`config.mk`:
```
export PLATFORM = sky130hd
export DESIGN_NAME = cp0_exc_ctrl
export DESIGN_NICKNAME = d
export VERILOG_FILES = /design/src/rtl/cp0_exc_ctrl.sv
export SDC_FILE = /design/constraint.sdc
export NUM_CORES = 1
export LEC_CHECK = 0
export CORE_AREA = 3 3 241 243
export CTS_CLUSTER_DIAMETER = 30
export CTS_CLUSTER_SIZE = 40
export DETAILED_ROUTE_END_ITERATION = 10
export DIE_AREA = 0 0 244 246
export GPL_ROUTABILITY_DRIVEN = 0
export GPL_TIMING_DRIVEN = 1
export PLACE_DENSITY_LB_ADDON = 0.05
export SLEW_MARGIN = 30
export SYNTH_ARGS = -nofsm -noshare
export SYNTH_HDL_FRONTEND = slang
export SYNTH_SLANG_ARGS = --single-unit
export TNS_END_PERCENT = 100
```
`constraint.sdc`:
```
create_clock -name clk -period 5 [get_ports clk]
set_clock_uncertainty 0.2 [all_clocks]
set_input_delay 0.5 -clock clk [delete_from_list [all_inputs] [get_ports clk]]
set_output_delay 0.5 -clock clk [all_outputs]
set_load 0.02 [all_outputs]
```
`src/rtl/cp0_exc_ctrl.sv`:
```
// CP0 exception/interrupt controller: arbitrates exceptions, ERET and interrupts, drives the
// hardware-write side of Status/Cause/EPC/BadVAddr/Count and issues a one-cycle redirect.
module cp0_exc_ctrl #(
  parameter logic [31:0] EXC_VECTOR = 32'h8000_0180,
  parameter int          COUNT_DIV  = 2
) (
  input  logic        clk,
  input  logic        rst,
  input  logic [31:0] statusQ,
  input  logic [31:0] causeQ,
  input  logic [31:0] epcQ,
  input  logic [31:0] countQ,
  input  logic [31:0] compareQ,
  input  logic        excValid,
  input  logic [4:0]  excCode,
  input  logic [31:0] excPc,
  input  logic        excInDs,
  input  logic [31:0] excBadVa,
  input  logic        excBadVaValid,
  input  logic        eretValid,
  input  logic        instValid,
  input  logic [31:0] instPc,
  input  logic        instInDs,
  input  logic [4:0]  hwIrq,
  input  logic        compareWrite,
  output logic [31:0] statusHDin,
  output logic [31:0] statusHWe,
  output logic [31:0] causeHDin,
  output logic [31:0] causeHWe,
  output logic [31:0] epcHDin,
  output logic [31:0] epcHWe,
  output logic [31:0] badVaHDin,
  output logic [31:0] badVaHWe,
  output logic [31:0] countHDin,
  output logic [31:0] countHWe,
  output logic        redirect,
  output logic [31:0] redirectPc
);

  localparam int DIV_W = (COUNT_DIV > 1) ? $clog2(COUNT_DIV) : 1;

  typedef enum logic {IDLE, COMMIT} state_t;

  state_t            state, stateNxt;
  logic [DIV_W-1:0]  divCnt;
  logic              divWrap;
  logic              timerLatch, timerLatchNxt;
  logic              irqPending, takeExc, takeEret, takeIrq, entry;
  logic [31:0]       entryPc;
  logic              entryDs;
  logic [4:0]        entryCode;

  logic [31:0] statusHDinN, statusHWeN, causeHDinN, causeHWeN, epcHDinN, epcHWeN;
  logic [31:0] badVaHDinN, badVaHWeN, countHDinN, countHWeN, redirectPcN;
  logic        redirectN;

  // Event arbitration: exception beats ERET beats interrupt; nothing is taken while flushing.
  always_comb begin
    irqPending    = statusQ[0] & ~statusQ[1] & ~statusQ[2] & instValid
                  & (|(causeQ[15:8] & statusQ[15:8]));
    takeExc       = (state == IDLE) & excValid;
    takeEret      = (state == IDLE) & ~excValid & eretValid;
    takeIrq       = (state == IDLE) & ~excValid & ~eretValid & irqPending;
    entry         = takeExc | takeIrq;
    entryPc       = takeExc ? excPc : instPc;
    entryDs       = takeExc ? excInDs : instInDs;
    entryCode     = takeExc ? excCode : 5'd0;
    divWrap       = (divCnt == DIV_W'(COUNT_DIV - 1));
    timerLatchNxt = compareWrite ? 1'b0 : ((countQ == compareQ) ? 1'b1 : timerLatch);
  end

  always_ff @(posedge clk) begin
    if (rst) state <= IDLE;
    else     state <= stateNxt;
  end

  always_comb begin
    stateNxt = state;
    case (state)
      IDLE:    if (takeExc | takeEret | takeIrq) stateNxt = COMMIT;
      COMMIT:  stateNxt = IDLE;
      default: stateNxt = IDLE;
    endcase
  end

  always_comb begin
    statusHDinN = '0;
    statusHWeN  = '0;
    causeHWeN   = 32'h4000_FC00;
    causeHDinN  = '0;
    causeHDinN[30]    = timerLatchNxt;
    causeHDinN[15]    = timerLatchNxt;
    causeHDinN[14:10] = hwIrq;
    epcHDinN    = '0;
    epcHWeN     = '0;
    badVaHDinN  = '0;
    badVaHWeN   = '0;
    countHWeN   = divWrap ? '1 : '0;
    countHDinN  = divWrap ? countQ + 32'd1 : '0;
    redirectN   = 1'b0;
    redirectPcN = '0;
    if (entry) begin
      statusHWeN[1]    = 1'b1;
      statusHDinN[1]   = 1'b1;
      causeHWeN[6:2]   = 5'h1f;
      causeHDinN[6:2]  = entryCode;
      // A nested entry (EXL already set) keeps the original EPC and BD.
      if (!statusQ[1]) begin
        epcHWeN        = '1;
        epcHDinN       = entryDs ? entryPc - 32'd4 : entryPc;
        causeHWeN[31]  = 1'b1;
        causeHDinN[31] = entryDs;
      end
      if (takeExc && excBadVaValid) begin
        badVaHWeN  = '1;
        badVaHDinN = excBadVa;
      end
      redirectN   = 1'b1;
      redirectPcN = EXC_VECTOR;
    end else if (takeEret) begin
      statusHWeN[1] = 1'b1;
      redirectN     = 1'b1;
      redirectPcN   = epcQ;
    end
  end

  always_ff @(posedge clk) begin
    if (rst) begin
      divCnt     <= '0;
      timerLatch <= 1'b0;
      statusHDin <= '0;
      statusHWe  <= '0;
      causeHDin  <= '0;
      causeHWe   <= '0;
      epcHDin    <= '0;
      epcHWe     <= '0;
      badVaHDin  <= '0;
      badVaHWe   <= '0;
      countHDin  <= '0;
      countHWe   <= '0;
      redirect   <= 1'b0;
      redirectPc <= '0;
    end else begin
      divCnt     <= divWrap ? '0 : divCnt + DIV_W'(1);
      timerLatch <= timerLatchNxt;
      statusHDin <= statusHDinN;
      statusHWe  <= statusHWeN;
      causeHDin  <= causeHDinN;
      causeHWe   <= causeHWeN;
      epcHDin    <= epcHDinN;
      epcHWe     <= epcHWeN;
      badVaHDin  <= badVaHDinN;
      badVaHWe   <= badVaHWeN;
      countHDin  <= countHDinN;
      countHWe   <= countHWeN;
      redirect   <= redirectN;
      redirectPc <= redirectPcN;
    end
  end

endmodule

```
==> results.json <==
{
  "cp_cell_sequence": "clkdlybuf4s50_1 -> nand2b_2 -> mux2i_1 -> ha_1 -> nor4bb_1 -> a32oi_1 -> or3_1 -> or4_1 -> and3_1",
  "path_max_fanout": 14,
  "row_count": 87,
  "finalHoldViolations": 0,
  "critPathTopFamily": "simple AND/OR/NAND/NOR gates",
  "num_io_pins": 628,
  "synth_ff_type": "dfxtp_1",
  "crit_path_top_delay_cell": "or3_1",
  "drive_above_1_share_pct": 5.15,
  "clockBufferDepth": 2,
  "synth.avg_cell_area_um2": 9.08,
  "r2r-start": "state$_SDFF_PP0_",
  "internal_power_mw": 2.30,
  "hpwlAfterDp_um": 29400,
  "arrival_ns": 3.89,
  "slew_headroom_pct": 44.8,
  "min_period_ns": 3.72,
  "grt.total_usage_pct": 11.7,
  "cts.sinks": 148,
  "avgViaCountPerCell": 3.42,
  "drt.antenna.violating_nets": 0,
  "regArea_um2": 2970,
  "hold_buffers": 0,
  "startpoint": "excValid",
  "setup_slack_ns": 1.28,
  "initial_core_util_pct": 13.9,
  "clockRootBuffer": "clkbuf_16",
  "num_vias": 6834,
  "tightest_slew_ns": 0.827,
  "crit_end": "epcHDin[22]$_SDFF_PP0_",
  "fp.dieArea_um2": 60000,
  "drv_cap": 0,
  "clkTransAtPathRegs_ns": 0.07,
  "syn_to_final_growth_pct": 65.4,
  "clkLatencyLatePin_ns": 0.48,
  "cp_num_cells": 9,
  "synth-async-reset-ratio_pct": 0,
  "grt_pass1_wl_um": 49700,
  "drc": 0,
  "p_leak_nw": 4.81,
  "tns_ns": 0,
  "routed_wl_um": 36100,
  "ys_types": 58,
  "nNetsFinal": 1507,
  "total_power_mw": 3.35,
  "crit_type": "input pin to flip-flop",
  "cts_tree": "done",
  "chipWidth_um": 244,
  "worstSetupStartpointType": "input pin",
  "syn_inst": 860,
  "postCtsResizedCells": 0,
  "path_buf_inv": 1,
  "pwr-share-seq_pct": 37.0,
  "grt_overflow_total": 0,
  "max_stage_delay_ns": 0.68,
  "setup_viol": 0,
  "synth_edf_count": 0,
  "post_cts_buffers": 0,
  "cp-end-kind": "flip-flop",
  "pre_cts_ws_ns": 0.747,
  "finalCritPeriodShare_pct": 74.4,
  "die_h_um": 246,
  "p_clk_share_pct": 39.7,
  "synthesis.area_um2": 7810,
  "antenna_found_initial": 2,
  "h-tree-depth": 4,
  "fillers": 6167,
  "pwr-share-comb_pct": 23.2,
  "crit_required_ns": 5.18,
  "drt_iter0_drc": 163,
  "r2r_end": "epcHDin[22]$_SDFF_PP0_",
  "switching_share_pct": 31.5,
  "synth_area_leaders": "dfxtp_1, buf_4, and2_1",
  "outcome": "completed",
  "ir_worst_vdd_v": 0.000262,
  "hp-class": "flip-flop to flip-flop",
  "rsz0062_at_grt": "false",
  "multiInputGateArea_um2": 3490,
  "yosys_warnings": 0,
  "rrSetupSlack_ns": 1.38,
  "post_drt_wl_per_cell_um": 18.1,
  "port_buffers": 482,
  "p_sw_mw": 1.05,
  "p_per_area_nw_per_um2": 259,
  "core_area_um2": 56200,
  "grt_pass1_vias": 6879,
  "yosysSeqAreaShare_pct": 37.9,
  "first_pass_iters": 4,
  "reg2reg_depth": 8,
  "synth_top_area_share_pct": 37.9,
  "max_freq_mhz": 269,
  "slew_violations": 0,
  "ys_seq_elements": 148,
  "cts-buffers-inserted": 17,
  "final_util_pct": 23.0,
  "grt_max_degree": 40,
  "yosysTopAreaCell": "dfxtp_1"
}
-- metrics by stage --
step	cells	area, µm²	hold WS (ns)
after detailed placement	1967	12300	0.199
final	2000	12900	0.209
after floorplan	959	8180	0.186
after global placement	1967	12300	0.194
after CTS	1999	12900	0.210
after global routing	1999	12900	0.227
-- Yosys cell counts, types with 7 or more instances --
library cell    n
mux2i_1        28
xor2_1         29
nor2b_1         7
nand2_1        35
clkbuf_1       21
nor2_1         63
nand4_1        20
xnor2_1        43
dfxtp_1       148
buf_2           8
a21oi_1        12
and2_1         64
nand3_1        15
and3_1         17
o31ai_1        10
nor3_1         16
buf_4         209
nor4_1          7
or4b_1          7
-- worst min-delay path by stage --
stage                            from           endpoint  slack [ns]  cells after the start
detailed placement  divCnt$_SDFF_PP0_  divCnt$_SDFF_PP0_        0.20                      1
CTS                 divCnt$_SDFF_PP0_  divCnt$_SDFF_PP0_        0.21                      1
global placement    divCnt$_SDFF_PP0_  divCnt$_SDFF_PP0_        0.19                      1
floorplan           divCnt$_SDFF_PP0_  divCnt$_SDFF_PP0_        0.19                      1
global route        divCnt$_SDFF_PP0_  divCnt$_SDFF_PP0_        0.23                      1
finish              divCnt$_SDFF_PP0_  divCnt$_SDFF_PP0_        0.21                      1
-- routing by layer --
metal	global-route usage, %	up-vias	share of wire (%)
met5	0	-	0.077
met4	3.65	4	1.3
met3	5.20	31	9.6
met2	20.5	320	51
met1	12.7	3161	38
li1	-	3318	-
-- logic make-up after synthesis --
| family | share of synthesized area (%) |
|---|---|
| simple gates | 21.6 |
| buf+inv | 22.2 |
| flops | 37.9 |
| xor+xnor | 8.07 |
| compound gates | 5.33 |
| mux | 4.45 |
| fa+ha+maj | 0.320 |
| other cells | 0.0480 |
-- power by group through the flow --
stage	logic, mW	clock network, mW	registers, mW
6_report	0.779	1.33	1.24
5_1_grt	0.835	1.46	1.25
4_1_cts	0.795	1.42	1.24
3_5_place_dp	0.792	0	1.27
3_3_place_gp	0.796	0	1.27
2_1_floorplan	0.404	0	1.31
-- registers in the layout (all words and copies together), names as in the netlist --
name and cells:
badVaHDin 32, state 1, epcHWe 1, countHWe 1, divCnt 1, redirectPc 32
badVaHWe 1, epcHDin 32, countHDin 32, causeHDin 12, causeHWe 2, redirect 1
-- cell usage in the layout, fill, tap and decap left out, types with 3 or more instances in the layout --
cell type,netlist,final
clkdlybuf4s50_1,0,482
dfxtp_1,148,146
conb_1,1,100
and2_1,64,64
nor2_1,63,63
xnor2_1,43,43
nand2_1,35,35
xor2_1,29,29
mux2i_1,28,28
nand4_1,20,20
and3_1,17,17
clkbuf_16,0,17
nor3_1,16,16
nand3_1,15,15
a21oi_1,12,12
buf_4,209,12
o31ai_1,10,10
or4b_1,7,7
nor4_1,7,7
inv_1,6,6
or3_1,6,6
or4_1,6,6
a21o_1,6,6
and4_1,6,6
nor2b_1,7,6
nor3b_1,5,5
or2_2,5,5
a22oi_1,4,4
mux2_2,4,4
o21ai_0,4,4
a211oi_1,4,4
inv_6,0,4
nor4b_1,3,3
o21a_1,3,3
nand2b_1,4,3
clkinvlp_4,0,3
inv_8,0,3
-- cell type report --
| type | count | share of cell area, % |
|---|---|---|
| repair buffers | 494 | 38.0 |
| multi-input cells | 562 | 27.0 |
| flip-flops and latches | 148 | 22.9 |
| well taps | 756 | 7.32 |
| clock buffers | 18 | 3.32 |
| clock inverters | 14 | 1.11 |
| inverters | 7 | 0.203 |
| diodes | 1 | 0.0194 |
Power figures use the tool's default switching activity.
